`src/rtl/loop_address_generator.sv`:
```
// Tile address sequencer driving an external ring counter (columns) and an internal row accumulator.
// Latency: start -> LOAD -> first beat on the following cycle; addr_o is combinational from col_idx_i in RUN.
// Backpressure: col_en_o follows ready_i, so the column counter and addr_o hold while ready_i is low.
//
// Ports:
//   clk, rst            : clock, synchronous active-high reset
//   start_i, num_col_i, num_row_i, base_addr_i, stride_i : tile request, sampled in IDLE
//   col_idx_i, col_done_i : ring counter out / is_done_o
//   ready_i             : downstream accept
//   col_en_o, num_cnt_o : ring counter en / i_num_cnt
//   addr_o, addr_valid_o, row_idx_o : address beat and current row
//   busy_o, done_o      : controller status
//   row_last_o, tile_last_o : present only when LOOP_LAST_EN is defined
module loop_address_generator #(
  parameter int ADDR_W = 16,
  parameter int IDX_W  = 8
) (
  input  logic              clk,
  input  logic              rst,
  input  logic              start_i,
  input  logic [IDX_W-1:0]  num_col_i,
  input  logic [IDX_W-1:0]  num_row_i,
  input  logic [ADDR_W-1:0] base_addr_i,
  input  logic [IDX_W-1:0]  stride_i,
  input  logic [IDX_W-1:0]  col_idx_i,
  input  logic              col_done_i,
  input  logic              ready_i,
  output logic              col_en_o,
  output logic [IDX_W-1:0]  num_cnt_o,
  output logic [ADDR_W-1:0] addr_o,
  output logic              addr_valid_o,
  output logic [IDX_W-1:0]  row_idx_o,
  output logic              busy_o,
`ifdef LOOP_LAST_EN
  output logic              row_last_o,
  output logic              tile_last_o,
`endif
  output logic              done_o
);

  typedef enum logic [1:0] {IDLE, LOAD, RUN, DONE} state_e;

  state_e            state_q, state_d;
  logic [IDX_W-1:0]  num_col_q, num_col_d;
  logic [IDX_W-1:0]  num_row_q, num_row_d;
  logic [ADDR_W-1:0] base_q, base_d;
  logic [IDX_W-1:0]  stride_q, stride_d;
  logic [IDX_W-1:0]  row_q, row_d;
  logic [ADDR_W-1:0] row_off_q, row_off_d;
  logic              last_row;

  always_ff @(posedge clk) begin
    if (rst) begin
      state_q   <= IDLE;
      num_col_q <= '0;
      num_row_q <= '0;
      base_q    <= '0;
      stride_q  <= '0;
      row_q     <= '0;
      row_off_q <= '0;
    end else begin
      state_q   <= state_d;
      num_col_q <= num_col_d;
      num_row_q <= num_row_d;
      base_q    <= base_d;
      stride_q  <= stride_d;
      row_q     <= row_d;
      row_off_q <= row_off_d;
    end
  end

  assign last_row  = (row_q == num_row_q - IDX_W'(1));
  assign num_cnt_o = num_col_q;
  assign row_idx_o = row_q;

  always_comb begin
    state_d      = state_q;
    num_col_d    = num_col_q;
    num_row_d    = num_row_q;
    base_d       = base_q;
    stride_d     = stride_q;
    row_d        = row_q;
    row_off_d    = row_off_q;
    col_en_o     = 1'b0;
    addr_valid_o = 1'b0;
    addr_o       = '0;
    busy_o       = 1'b0;
    done_o       = 1'b0;
    unique case (state_q)
      IDLE: begin
        if (start_i) begin
          // A zero count would give the counter a compare value of all-ones,
          // so such a request finishes immediately without touching the config.
          if (num_col_i != '0 && num_row_i != '0) begin
            num_col_d = num_col_i;
            num_row_d = num_row_i;
            base_d    = base_addr_i;
            stride_d  = stride_i;
            row_d     = '0;
            row_off_d = '0;
            state_d   = LOAD;
          end else begin
            state_d = DONE;
          end
        end
      end
      LOAD: begin
        // Gives the ring counter one cycle to register num_cnt_o before its compare is used.
        busy_o  = 1'b1;
        state_d = RUN;
      end
      RUN: begin
        busy_o       = 1'b1;
        addr_valid_o = 1'b1;
        col_en_o     = ready_i;
        addr_o       = base_q + row_off_q + ADDR_W'(col_idx_i);
        if (ready_i && col_done_i) begin
          if (last_row) begin
            state_d = DONE;
          end else begin
            row_d     = row_q + IDX_W'(1);
            row_off_d = row_off_q + ADDR_W'(stride_q);
          end
        end
      end
      DONE: begin
        done_o  = 1'b1;
        state_d = IDLE;
      end
      default: state_d = IDLE;
    endcase
  end

`ifdef LOOP_LAST_EN
  assign row_last_o  = addr_valid_o & (col_idx_i == num_col_q - IDX_W'(1));
  assign tile_last_o = row_last_o & last_row;
`endif

endmodule
```
`config.mk`:
```
export PLATFORM = sky130hd
export DESIGN_NAME = loop_address_generator
export DESIGN_NICKNAME = d
export VERILOG_FILES = /design/src/rtl/loop_address_generator.sv
export SDC_FILE = /design/constraint.sdc
export NUM_CORES = 1
export LEC_CHECK = 0
export ABC_CLOCK_PERIOD_IN_PS = 5000
export CORE_MARGIN = 5
export CORE_UTILIZATION = 57
export CTS_BUF_LIST = sky130_fd_sc_hd__clkbuf_4
export CTS_CLUSTER_SIZE = 20
export DETAILED_ROUTE_END_ITERATION = 6
export GPL_ROUTABILITY_DRIVEN = 0
export PLACE_DENSITY = 0.9
export SLEW_MARGIN = 20
export SYNTH_ARGS = -nofsm -noshare
export SYNTH_HDL_FRONTEND = slang
export SYNTH_SLANG_ARGS = --single-unit
```
`constraint.sdc`:
```
create_clock -name clk -period 5 [get_ports clk]
set_input_delay 0.5 -clock clk [delete_from_list [all_inputs] [get_ports clk]]
set_output_delay 0.5 -clock clk [all_outputs]
set_load 0.01 [all_outputs]
```
==> impl_results.rst <==
.. list-table::
   :header-rows: 1

   * - Metric
     - Value
   * - Die Area
     - roughly 9100 um^2
   * - Util after Layout
     - 0.7316
   * - Mean Syn Cell Area
     - roughly 8.1 um^2
   * - Portion of netlist area occupied by mux cells
     - 0.01497
   * - Clk sink count
     - 66
   * - CTS buffer count
     - 9
   * - Largest driver fanout on the critical path
     - 3
   * - Cell Area, Synth
     - 4178 um^2
   * - Portion of the post-synthesis area used by sequential elements
     - 0.3163
   * - Routed length per instance
     - 15.40 um
   * - Residual DRC
     - 0
   * - Arrival @ worst endpoint
     - approximately 3.9 ns
   * - Design internal power
     - 1105 uW
   * - Actual slew at the worst max-slew pin
     - 0.9344 ns
   * - Maximum count of clock buffers along a single path
     - 2
   * - Hold/Removal Path Class
     - reg2reg
   * - Distinct cell type count after synthesis
     - 60
   * - Number of detailed-routing iterations run before antenna repair
     - 5
   * - Area share of and/or/nand/nor cells after synthesis
     - 0.2438
   * - Number of cells on the worst reg-to-reg path
     - 10
   * - Flip-flop and latch count after synthesis
     - 66
   * - Net Switching
     - 754.8 uW
   * - Post-Syn Instances
     - 514
   * - Overall via count from detail_route
     - 4119
   * - Placement Rows
     - 31
   * - Layout Area Growth over Synthesis
     - 25.67%
   * - HP Start
     - num_cnt_o[6]
   * - Count of flip-flops with a built-in enable after synthesis
     - 0
   * - Proportion of power drawn by the clock network
     - 0.185
   * - Power per cell area
     - 354.2 nW/um^2
   * - Max Cap Viol
     - 0
   * - RSZ-0062 raised after global routing
     - false
   * - Area of all placed cells without fillers
     - 5250 um^2
   * - Std-Cell Core Area
     - ~7200 um^2
   * - Number of pins with negative max-slew slack in the final report
     - 0
   * - Wire length of the first global-routing pass
     - 18020 um
   * - Detailed router's first-iteration violation count
     - 132
   * - Number of antenna cells inserted
     - 0
   * - Slew margin rel.
     - 0.3770
   * - Combinational fraction of design power
     - 0.465
   * - CTS tree
     - yes
   * - Standard cell with the maximum stage delay on the critical path
     - sky130_fd_sc_hd__clkdlybuf4s50_1
   * - Main combinational cell family by area after synthesis
     - simple AND/OR/NAND/NOR gates
   * - Crit Reg-Reg Startpoint
     - num_row_q[0]
   * - Final count of negative-setup-slack endpoints
     - 0
   * - Largest delay share family, worst path
     - adder cells
   * - Yosys warning total
     - 0
   * - Critical Path Start Type
     - primary input
   * - Final hold vios
     - 0
   * - DPL Wire Length
     - 8138 um
   * - Largest vdd supply drop
     - about 240 uV
   * - Share of the synthesized area in compound gates (AO/OA/AOI/OAI)
     - 0.1947
   * - Total congestion overflow after global routing
     - 0
   * - Count of fill cells added during filler insertion
     - 518
   * - GRT Overall Usage
     - 0.2474
   * - Die Y-Extent
     - 95.61 um
   * - Maximum clock skew at final layout
     - 0.01842 ns
   * - Fraction of synthesis flops using an asynchronous set or reset pin
     - 0
   * - R2r endpoint
     - row_idx_o[0]
   * - Endpoint kind of the worst setup timing path
     - output pin
   * - Leading cell types in the layout, fill and taps excluded
     - sky130_fd_sc_hd__nand2_1, sky130_fd_sc_hd__clkdlybuf4s50_1, sky130_fd_sc_hd__a21oi_1, sky130_fd_sc_hd__dfxtp_1, sky130_fd_sc_hd__ha_1
   * - XOR/XNOR Fraction of Synth Area
     - 0.04522
   * - Post-CTS clock slew at the launch and capture registers of the worst setup and hold paths
     - 0.11 ns
   * - WP buf/inv
     - 2
   * - Number of antenna violations at the first check in global routing
     - 0
   * - Via count of the first global-routing pass
     - 4129
   * - Count of buffers added by post-CTS timing repair for setup
     - 0
   * - Number of cells on the worst hold path
     - 2
   * - Most frequent standard cell in the layout excluding fill and tap cells
     - sky130_fd_sc_hd__nand2_1
   * - Setup CP Type
     - in2out
   * - Switching Fraction
     - 0.4059
   * - H-tree Lvls
     - 3
   * - Die width
     - 95.61 um
   * - Main flop type after synthesis
     - sky130_fd_sc_hd__dfxtp_1
   * - I/O pins
     - 89
   * - Min Tclk post-route
     - 4.367 ns
   * - Worst reg-to-reg setup slack
     - roughly 2.2 ns
   * - Routed WL
     - roughly 11000 um
   * - Highest attainable clock frequency
     - 0.2290 GHz
   * - Instance area after placement
     - 5105 um^2
   * - Total leakage power
     - ~0.002 uW
   * - Result of the run
     - finished, final reports clean
   * - Port buffer count
     - 88
   * - Pin count of the biggest net entering global routing
     - 53
   * - Share of total power in sequential cells
     - 0.350
   * - Buffer type at the clock tree root
     - sky130_fd_sc_hd__clkbuf_4
   * - Synth Area in Adders
     - 0.1497
   * - Sum of negative setup slack
     - 0 ns
   * - Later-pin clock latency in the skew report
     - 0.41 ns
   * - Final net count
     - 690
   * - Layout cell share with drive strength beyond 1
     - 0.04849
   * - Chain of cells forming the critical path
     - clkdlybuf4s50_1 -> fa_1 -> ha_1 -> fa_1 -> a21oi_1 -> o22ai_1 -> o221a_2 -> nor2_1 -> nor2_1 -> o21a_1 -> nor3_1 -> clkdlybuf4s50_1
   * - Required time of the worst setup path
     - approximately 4.5 ns
   * - Post-route antenna net violation count
     - 0
   * - Initial core utilization
     - 0.5822
   * - End point of the most critical hold path
     - num_cnt_o[6]
   * - Part of the cycle the worst path needs
     - 0.8733
   * - DR vias/cell
     - 5.910
   * - Worst path max stage delay
     - about 0.56 ns
   * - Post-cts repair resize count
     - 0
   * - Hold bufs inserted after CTS
     - 0
   * - Synth Net Count
     - about 610
-- power groups by stage --
| stage | Sequential (uW) | Combinational [uW] | Clock (uW) |
|---|---|---|---|
| 6_report | 651 | 865 | 343 |
| 5_1_grt | 658 | 959 | 370 |
| 4_1_cts | 650 | 861 | 349 |
| 3_5_place_dp | 662 | 858 | 0 |
| 3_3_place_gp | 658 | 820 | 0 |
| 2_1_floorplan | 655 | 593 | 0 |
-- worst reg2reg max path, cell delays in order (launching register included) --
cell and delay [ns]:
sky130_fd_sc_hd__dfxtp_1 0.42, sky130_fd_sc_hd__inv_1 0.08, sky130_fd_sc_hd__ha_1 0.31, sky130_fd_sc_hd__xnor2_1 0.13, sky130_fd_sc_hd__a311oi_1 0.33, sky130_fd_sc_hd__o2111ai_2 0.19, sky130_fd_sc_hd__and2_4 0.21, sky130_fd_sc_hd__o21ai_2 0.12
sky130_fd_sc_hd__buf_4 0.30, sky130_fd_sc_hd__nor2b_1 0.43, sky130_fd_sc_hd__mux2_2 0.24
-- registers in the layout, summed over array words and instances (netlist names) --
register and count:
base_q 16, state_q 2, row_off_q 16, stride_q 8, num_cnt_o 8, row_idx_o 8, num_row_q 8
-- metrics by stage --
stage | worst slack (ns) | cells | power, uW | hold slack (ns)
after floorplan | 1.766 | 514 | 1248 | 0.4406
after global placement | 0.7768 | 681 | 1478 | 0.4423
after detailed placement | 0.6492 | 681 | 1520 | 0.4465
after CTS | 0.6509 | 697 | 1860 | 0.4624
after global routing | 0.3719 | 697 | 1987 | 0.4743
final | 0.6334 | 697 | 1860 | 0.4602
-- area by class of cell --
cell class | instances | area, um^2 | share of cell area
multi-input cells | 411 | 2721 | 0.5184
repair buffers | 91 | 898.4 | 0.1711
flip-flops and latches | 66 | 1321 | 0.2517
inverters | 14 | 52.55 | 0.01001
clock buffers | 10 | 75.07 | 0.01430
well taps | 99 | 123.9 | 0.02359
clock inverters | 6 | 57.56 | 0.01096
-- cell families after synthesis --
family | Yosys count
XOR/XNOR | 20
AO/OA/AOI/OAI | 130
adder cells (fa/ha/maj) | 44
multiplexers | 6
buffers and inverters | 37
AND/OR/NAND/NOR | 211
flip-flops | 66
-- synth_stat cells (all sizes together) (2+ instances only) --
master,instances,area [um^2]
nand2,98,367.9
a21oi,66,330.3
dfxtp,66,1321
ha,34,425.4
nor2,29,108.9
clkbuf,19,71.32
inv,14,52.55
o21ai,14,73.82
xnor2,14,122.6
or4,12,90.09
nand3,11,55.05
fa,10,200.2
nor3,9,45.04
o21a,9,68.82
or3,9,56.30
o31ai,8,60.06
and2,6,40.04
nor4,6,37.54
a21o,5,37.54
and3,5,31.28
nand2b,5,31.28
xor2,5,43.79
a22o,4,35.03
buf,4,23.77
mux2i,4,40.04
nand3b,4,30.03
nand4,4,25.02
nor2b,4,25.02
a211oi,3,22.52
a31oi,3,18.77
a211o,2,17.52
mux2,2,22.52
nor3b,2,15.01
nor4b,2,17.52
o31a,2,17.52
-- routing by layer --
metal	track usage	share of wire	wire length [um]	up-vias
li1	-	-	-	2003
met1	0.2782	0.40	4306	1936
met2	0.4401	0.52	5555	147
met3	0.05841	0.050	541	33
met4	0.1114	0.031	334	0
met5	0	0	0	-
-- worst max path at each step --
stage | cells past startpoint | startpoint | endpoint
3_5_place_dp | 12 | col_idx_i[1] | addr_o[15]
5_1_grt | 11 | col_idx_i[2] | addr_o[12]
6_report | 12 | col_idx_i[1] | addr_o[11]
2_1_floorplan | 10 | col_idx_i[1] | addr_o[11]
4_1_cts | 12 | col_idx_i[1] | addr_o[15]
3_3_place_gp | 12 | col_idx_i[1] | addr_o[11]
Power figures use the tool's default switching activity.
